File: src/rtl/uart_word_assembler.sv
// ---------------------------------------------------------------------------
// uart_word_assembler
//
// Purpose:
//   Sits on the receive side of the uart and packs incoming bytes into one
//   wide work word for the miner core. The default word is 44 bytes: a
//   32-byte midstate followed by the 12-byte block-header tail. The finished
//   word is offered with a valid/ack handshake. If the host stalls in the
//   middle of a frame for too long, the partial frame is thrown away so the
//   host can resynchronise on a fresh frame.
//
// Ports:
//   i_clk_50m      system clock, 50 MHz
//   i_rst_n        asynchronous active-low reset
//   i_rx_rdy       uart rdy, level, held high until cleared
//   i_rx_data      uart dout, stable while i_rx_rdy is high
//   o_rx_rdy_clr   uart rdy_clr, single-cycle pulse per consumed byte
//   o_word_out     assembled word, first byte received ends up in the MSBs
//   o_word_valid   o_word_out is complete, held until i_word_ack
//   i_word_ack     consumer accepts the word, only looked at while valid
//   o_byte_cnt     bytes collected in the current frame
//   o_overrun      sticky, a byte arrived while the word was unacknowledged
//   o_timeout_err  one-cycle pulse when a partial frame is discarded
// ---------------------------------------------------------------------------
module uart_word_assembler #(
    parameter int NBYTES      = 44,
    parameter int TIMEOUT_CYC = 500000,
    parameter int CNT_W       = 6
) (
    input  logic                  i_clk_50m,
    input  logic                  i_rst_n,
    input  logic                  i_rx_rdy,
    input  logic [7:0]            i_rx_data,
    output logic                  o_rx_rdy_clr,
    output logic [NBYTES*8-1:0]   o_word_out,
    output logic                  o_word_valid,
    input  logic                  i_word_ack,
    output logic [CNT_W-1:0]      o_byte_cnt,
    output logic                  o_overrun,
    output logic                  o_timeout_err
);

    // -----------------------------------------------------------------------
    // State encoding
    // -----------------------------------------------------------------------
    localparam logic [1:0] S_IDLE     = 2'd0;
    localparam logic [1:0] S_CLR_WAIT = 2'd1;
    localparam logic [1:0] S_COLLECT  = 2'd2;
    localparam logic [1:0] S_FULL     = 2'd3;

    // The timeout counter only ever needs to reach TIMEOUT_CYC-1.
    localparam int              TO_W     = (TIMEOUT_CYC > 1) ? $clog2(TIMEOUT_CYC) : 1;
    localparam logic [TO_W-1:0] TO_LAST  = TO_W'(TIMEOUT_CYC - 1);
    localparam logic [TO_W-1:0] TO_ONE   = TO_W'(1);
    localparam logic [CNT_W-1:0] CNT_FULL = CNT_W'(NBYTES);
    localparam logic [CNT_W-1:0] CNT_ONE  = CNT_W'(1);

    // -----------------------------------------------------------------------
    // Registers
    // -----------------------------------------------------------------------
    logic [1:0]           r_state;
    logic [NBYTES*8-1:0]  r_word;
    logic [CNT_W-1:0]     r_byte_cnt;
    logic [TO_W-1:0]      r_to_cnt;
    logic                 r_overrun;
    logic                 r_timeout_err;
    logic                 r_drop_wait;

    // -----------------------------------------------------------------------
    // Wires
    // -----------------------------------------------------------------------
    logic       w_capture;
    logic       w_ack;
    logic       w_drop;
    logic       w_timeout;
    logic [1:0] w_state_nxt;

    // A byte is taken whenever the uart has one and we are able to store it.
    assign w_capture = i_rx_rdy && ((r_state == S_IDLE) || (r_state == S_COLLECT));

    // Acknowledge only counts while the word is actually being offered.
    assign w_ack = (r_state == S_FULL) && i_word_ack;

    // A byte turning up while the word is unacknowledged is dropped, but only
    // once per uart byte; the drop-wait flag holds off until rdy falls. When
    // ack arrives in the same cycle the ack wins and the byte is left pending
    // so that IDLE picks it up as the first byte of the next frame.
    assign w_drop = (r_state == S_FULL) && i_rx_rdy && !r_drop_wait && !i_word_ack;

    // Inter-byte timeout fires on the idle cycle that finds the counter at
    // its last value; only a partial frame in COLLECT can time out.
    assign w_timeout = (r_state == S_COLLECT) && !i_rx_rdy && (r_to_cnt == TO_LAST);

    // The clear strobe is combinational so the uart drops rdy on the same
    // edge that consumes the byte. It is gated with reset so nothing is
    // acknowledged to the uart while the block is held in reset.
    assign o_rx_rdy_clr  = i_rst_n && (w_capture || w_drop);

    assign o_word_out    = r_word;
    assign o_word_valid  = (r_state == S_FULL);
    assign o_byte_cnt    = r_byte_cnt;
    assign o_overrun     = r_overrun;
    assign o_timeout_err = r_timeout_err;

    // -----------------------------------------------------------------------
    // Next-state logic
    // -----------------------------------------------------------------------
    always_comb begin
        w_state_nxt = r_state;
        case (r_state)
            S_IDLE: begin
                if (w_capture) begin
                    w_state_nxt = S_CLR_WAIT;
                end
            end
            S_CLR_WAIT: begin
                // Waiting for rdy to fall guarantees one uart byte is never
                // captured twice; a stuck-high rdy parks us here for good.
                if (!i_rx_rdy) begin
                    w_state_nxt = (r_byte_cnt == CNT_FULL) ? S_FULL : S_COLLECT;
                end
            end
            S_COLLECT: begin
                if (w_capture) begin
                    w_state_nxt = S_CLR_WAIT;
                end else if (w_timeout) begin
                    w_state_nxt = S_IDLE;
                end
            end
            S_FULL: begin
                if (w_ack) begin
                    w_state_nxt = S_IDLE;
                end
            end
            default: begin
                w_state_nxt = S_IDLE;
            end
        endcase
    end

    // -----------------------------------------------------------------------
    // State register
    // -----------------------------------------------------------------------
    always_ff @(posedge i_clk_50m or negedge i_rst_n) begin
        if (!i_rst_n) begin
            r_state <= S_IDLE;
        end else begin
            r_state <= w_state_nxt;
        end
    end

    // -----------------------------------------------------------------------
    // Word shift register: new bytes enter at the bottom, so after NBYTES
    // captures the first byte of the frame sits in the top byte lane. The
    // word is deliberately left alone on timeout and on ack.
    // -----------------------------------------------------------------------
    always_ff @(posedge i_clk_50m or negedge i_rst_n) begin
        if (!i_rst_n) begin
            r_word <= '0;
        end else if (w_capture) begin
            r_word <= {r_word[NBYTES*8-9:0], i_rx_data};
        end
    end

    // -----------------------------------------------------------------------
    // Byte counter: counts captures, cleared when the frame is handed over
    // or abandoned.
    // -----------------------------------------------------------------------
    always_ff @(posedge i_clk_50m or negedge i_rst_n) begin
        if (!i_rst_n) begin
            r_byte_cnt <= '0;
        end else if (w_capture) begin
            r_byte_cnt <= r_byte_cnt + CNT_ONE;
        end else if (w_timeout || w_ack) begin
            r_byte_cnt <= '0;
        end
    end

    // -----------------------------------------------------------------------
    // Inter-byte timeout counter: runs only while a partial frame sits in
    // COLLECT with no byte pending, and restarts on every capture.
    // -----------------------------------------------------------------------
    always_ff @(posedge i_clk_50m or negedge i_rst_n) begin
        if (!i_rst_n) begin
            r_to_cnt <= '0;
        end else if ((r_state != S_COLLECT) || w_capture || w_timeout) begin
            r_to_cnt <= '0;
        end else begin
            r_to_cnt <= r_to_cnt + TO_ONE;
        end
    end

    // -----------------------------------------------------------------------
    // Timeout error pulse, registered so it is a clean one-cycle strobe.
    // -----------------------------------------------------------------------
    always_ff @(posedge i_clk_50m or negedge i_rst_n) begin
        if (!i_rst_n) begin
            r_timeout_err <= 1'b0;
        end else begin
            r_timeout_err <= w_timeout;
        end
    end

    // -----------------------------------------------------------------------
    // Overrun flag: set by a dropped byte and held until the consumer takes
    // the word, so it stays visible for the whole lifetime of that word.
    // -----------------------------------------------------------------------
    always_ff @(posedge i_clk_50m or negedge i_rst_n) begin
        if (!i_rst_n) begin
            r_overrun <= 1'b0;
        end else if (w_ack) begin
            r_overrun <= 1'b0;
        end else if (w_drop) begin
            r_overrun <= 1'b1;
        end
    end

    // -----------------------------------------------------------------------
    // Drop-wait flag: after a dropped byte, ignore rdy until the uart has
    // lowered it, otherwise one byte would be dropped (and cleared) twice.
    // -----------------------------------------------------------------------
    always_ff @(posedge i_clk_50m or negedge i_rst_n) begin
        if (!i_rst_n) begin
            r_drop_wait <= 1'b0;
        end else if ((r_state != S_FULL) || w_ack) begin
            r_drop_wait <= 1'b0;
        end else if (w_drop) begin
            r_drop_wait <= 1'b1;
        end else if (!i_rx_rdy) begin
            r_drop_wait <= 1'b0;
        end
    end

endmodule

File: config.mk
export PLATFORM = sky130hd
export DESIGN_NAME = uart_word_assembler
export DESIGN_NICKNAME = d
export VERILOG_FILES = /design/src/rtl/uart_word_assembler.sv
export SDC_FILE = /design/constraint.sdc
export NUM_CORES = 1
export LEC_CHECK = 0
export BUFFER_PORTS_ARGS = -buffer_cell sky130_fd_sc_hd__buf_2
export CAP_MARGIN = 30
export CORE_ASPECT_RATIO = 0.6
export CORE_MARGIN = 8
export CORE_UTILIZATION = 53
export CTS_CLUSTER_SIZE = 30
export DETAILED_ROUTE_END_ITERATION = 6
export PLACE_DENSITY = 0.8
export SETUP_SLACK_MARGIN = 0.5
export SLEW_MARGIN = 20
export SYNTH_ARGS = -nofsm -noshare
export SYNTH_HDL_FRONTEND = slang
export SYNTH_SLANG_ARGS = --single-unit
File: constraint.sdc
create_clock -name i_clk_50m -period 2.5 [get_ports i_clk_50m]
set_input_delay 0.125 -clock i_clk_50m [delete_from_list [all_inputs] [get_ports i_clk_50m]]
set_output_delay 0.125 -clock i_clk_50m [all_outputs]
set_load 0.01 [all_outputs]
---- Yosys cells after proc, flatten, opt, wreduce, memory -nomap -nowiden ----
Cells that the tools add are included.
operators by class
  muxes and demuxes ....................... 15
  eq/ne operators ......................... 12
  add/sub/neg operators ................... 2
  reductions and logical operators ........ 21
operators with widths
  kind                                           count
  adder 19 x 1 -> 19 bit, second input constant  1
  == test 19 bit, second input constant          1
  two-way mux 19 bit                             1
  two-way mux 6 bit                              2
  two-way mux 2 bit                              5
  logical AND 1 bit                              8
  != test 2 bit, second input constant           4
  one-hot mux 2 bit (4 select lines)             1
  adder 6 x 1 -> 6 bit, second input constant    1
  == test 6 bit, second input constant           1
  logical OR 1 bit                               6
  two-way mux 1 bit                              6
  == test 2 bit, second input constant           2
  AND reduction 4 bit                            1
  nonzero test 2 bit                             2
  zero test 1 bit                                3
  != test 3 x 1 -> 1 bit, second input constant  1
  != test 3 bit, second input constant           1
  == test 2 x 1 -> 1 bit, second input constant  1
  zero test 2 bit                                1
  != test 2 x 1 -> 1 bit, second input constant  1
word-level totals
  output and inout port bits .............. 362
  bits in registers ....................... 382
  bits of input ports ..................... 12

---- Longest topological paths before layout ----
  depth in word-level cells ............... 6
  mapped depth ............................ 6
  gate-level depth less buffers ........... 6

---- Least setup slack after synthesis ----
No wires, ideal clock.
  path kind ............................... register to register
  start point ............................. register r_to_cnt[14]
  end point ............................... register r_state[1]
  setup slack ............................. 0.491 ns
  data required time ...................... 2.382 ns
  clock period less this slack ............ 2.009 ns
  library setup time ...................... 0.118 ns
  cell stages (with the launch flop) ...... 6
  arrival ................................. 1.891 ns
  buffers on the path ..................... 1
  path through ............................ dfrtp_1 or4b_1 or4_4 o21ai_4 buf_6 nand2_1
between the ends
  cells in the longest elaborated chain, start to end .. 4
RTL lines
  what                                  line  text
  start: declaration                    64    logic [TO_W-1:0] r_to_cnt;
  start signal: assignment              189   r_to_cnt <= r_to_cnt + TO_ONE;
  == test 19 bit                        92    assign w_timeout = (r_state == S_COLLECT) && !i_rx_rdy && (r_to_cnt == TO_LAST);
  logical AND 1 bit                     92
  != test 3 bit (no source line)        n/a
  AND reduction 4 bit (no source line)  n/a
  end signal: assignment                148   r_state <= w_state_nxt;
  end: declaration                      61    logic [1:0] r_state;
Every way passes these cells.
A chain may end at the register's enable or synchronous reset.

---- Final worst setup path ----
  start point ............................. register r_to_cnt[14]
  end point ............................... register r_byte_cnt[4], in the netlist o_byte_cnt[4]
between the ends
  cells in the longest elaborated chain, start to end .. 4
RTL lines
  what                                 line  text
  == test 19 bit                       92
  logical AND 1 bit                    92
  logical OR 1 bit                     174   end else if (w_timeout || w_ack) begin
  nonzero test 2 bit (no source line)  n/a
  end signal: assignment               173   r_byte_cnt <= r_byte_cnt + CNT_ONE;
  end: declaration                     63    logic [CNT_W-1:0] r_byte_cnt;
Every way passes these cells.

==> summary.txt <==
STA
  • RSZ-0062 raised after global routing: true
  • Final setup vio count: 0
  • Rel. slew slack: 47.86%
  • Tmin final: 2011 ps
  • Fmax: 497.2 MHz
  • Slew Limit Fails: 0
  • Worst slew pin tran: 782.1 ps
  • Final Hold Vio Count: 0
  • Setup total negative slack: 0 ps
  • Clock skew: 20.02 ps
  • Final period util: 80.45%
  • Final hold slack: 121.3 ps

Setup path
  • R2R cell count: 4
  • Worst Path Required: 2850 ps
  • Crit path DAT: 2370 ps
  • Reg2reg start: r_to_cnt[14]
  • Startpoint types: flip-flop
  • Critical path launch point: r_to_cnt[14]
  • Reg2reg setup slack: 490 ps
  • Kind of critical path: flip-flop to flip-flop
  • Crit-path max FO: 6
  • Critical Path End: o_byte_cnt[4]
  • CP Capture Type: flip-flop
  • Reg-to-reg critical path endpoint: o_byte_cnt[4]

Synthesis
  • Synth Area in XOR/XNOR: 0.8994%
  • Post-synth ARST share: between 90% and 100%
  • Syn Inst Count: 1650
  • Synth area leaders: dfrtp_1 (65%), nand2_1 (28%), clkbuf_1 (2.0%)
  • Synthesized area: 14610 sq um
  • EDFF count, synth: 0
  • Post-synthesis mux area share: less than 1%
  • Cell taking the most area after synthesis: dfrtp_1
  • Synth warn: 0
  • Top-count cell post-synth: nand2_1
  • Register area share after synthesis: 65.44%
  • Top_reg_cell synth: dfrtp_1
  • Post-synth top cells: nand2_1 (1073), dfrtp_1 (382), clkbuf_1 (77)
  • Simple-gate share of the synthesized area: 29.85%
  • Largest family of logic cells by synthesized area: simple AND/OR/NAND/NOR gates
  • Post-synthesis adder-cell area fraction: 0.2570%
  • Compound-Gate Fraction of Synth Area: 0.9937%
  • Netlist cell types: 36
  • Yosys reg bits: about 380
  • Share of the synthesized area in the top cell type: 65.44%
  • Mapped Avg Cell Area: 8.852 sq um
  • Syn_nets: 1665

Place
  • Gpl congestion: 0.8295
  • Port bufs: 373
  • Hpwl dp: 27.67 mm

Clocking
  • Clock buffer depth: 3
  • CTS buffer count: 37
  • Clock Sinks: between 300 and 400
  • Clock root buffer: clkbuf_16
  • CTS tree: done
  • Clk slew on worst S/H paths: 70 ps
  • Clock latency on the worst-skew pair: around 520 ps
  • H-tree Lvls: 2

Drt
  • WL final: 40.73 mm
  • Initial DRC count: around 1000
  • Vias/cell: 5.083
  • Routed WL per cell: 16.87 microns
  • DRC viols: 0
  • Detailed Routing Iterations Pass 1: 6
  • Via count: ~12000
  • Routed Antenna Nets: 0

Die
  • Core Area: between 20000 and 30000 sq um
  • Die X: 230.3 microns
  • Rows: 47
  • Die area: roughly 33000 sq um
  • Initial Util: 53.42%
  • Die Y: 144.6 microns
  • IO Pins: 374

Finish
  • Area of the multi-input gates: approximately 4700 sq um
  • Nets@finish: 2038
  • Fillcell total: 2141
  • Layout cells sized above 1: 23.14%
  • Sequential cell area: 9559 sq um
  • Area grow syn2layout: 25.90%
  • Ant. Diodes: 0

Status
  • Status: complete, no violations

Power
  • Power Density: 920.9 nW/um^2
  • LEAKAGE: 0.01126 uW
  • VDD IR-drop max: 0.8327 mV

Global routing
  • Congestion Overflow GR: 0
  • Vias in the first global route: 12360
  • First-pass GRT wire length: 65.20 mm
  • Largest net degree at the start of global routing: about 140
  • Antenna violations before repair: 0
  • Overall global routing resource usage: 24.02%

Run
  • Number of max-cap violations: 0

Min path
  • Hold Crit Class: primary input to asynchronous set/reset pin
[cell usage in the layout (no fill, tap or decap), types with 10 or more instances in the layout]
master | Yosys | final
buf_2 | 0 | 372
xnor2_1 | 13 | 13
nor2_1 | 24 | 24
nand2_1 | 1073 | 1073
buf_12 | 0 | 11
nand3_1 | 11 | 10
clkbuf_16 | 0 | 37
dlygate4sd3_1 | 0 | 12
inv_1 | 11 | 11
buf_4 | 0 | 19
dfrtp_1 | 382 | 382
[where the power goes]
part           leakage, uW  switching [uW]  total [uW]  internal (uW)
logic              0.00540            2140        3310           1170
clock network     0.000605            2380        5670           3290
registers          0.00526             816        7950           7140
[what timing repair did]
action / CTS / global route
hold buffers: 12 / 0
resized for setup: 4 / 3
endpoints found under the hold margin: 89 / 0
setup endpoints to repair: 24 / 18
pin swaps: 2 / 1
buffers inserted: 6 / 0
[flip-flops by register name, indices dropped and copies added (netlist names)]
signal and cells:
o_timeout_err 1, o_byte_cnt 6, r_to_cnt 19, r_state 2, o_overrun 1, o_word_out 352
r_drop_wait 1
[worst min-delay path by stage]
stage	end	slack [ps]	depth (start not counted)
after floorplan	o_byte_cnt[0]	-170	0
after global placement	o_word_out[2]	70	1
after detailed placement	o_word_out[10]	60	1
after CTS	o_word_out[10]	90	2
after global routing	o_word_out[2]	120	2
final	o_word_out[2]	120	2
[per-stage QoR]
stage	setup WS [ps]	cell area, sq um	util [%]	total power, uW	std cells
after floorplan	565.2	14610	-	9497	1650
after global placement	425.0	16950	61.99	11200	2333
after detailed placement	327.1	16950	61.99	11320	2333
after CTS	502.9	18380	67.20	17090	2415
after global routing	435.4	18390	67.25	17760	2415
final	488.7	18390	67.25	16930	2415
[cell families (layout without fill, tap and decap cells)]
family,after synthesis,count (layout)
AOI/OAI and AO/OA,20,20
xor gates and xnor gates,15,15
adders and majority gates,3,3
buffers and inverters,92,490
DFF,382,382
muxes,2,2
and+or+nand+nor,1136,1136
[critical path, stage by stage (launching register included)]
cell      delay, ps
dfrtp_1         390
or4b_4          550
or4_4           550
o211ai_4        250
o22ai_1         120
[metal layers]
metal	GRT usage [%]	part of all wire, %
met1	30.49	41
met2	39.59	49
met3	5.564	6.7
met4	10.37	4.1
met5	0	0
[final cells by class]
class	count	area share, %
sequential	382	51.98
multi-input combinational	1176	25.81
timing repair buffer	415	12.83
clock buffer	50	5.735
tap	367	2.497
clock inverter	14	0.9253
inverter	11	0.2245
Power figures use the tool's default switching activity.
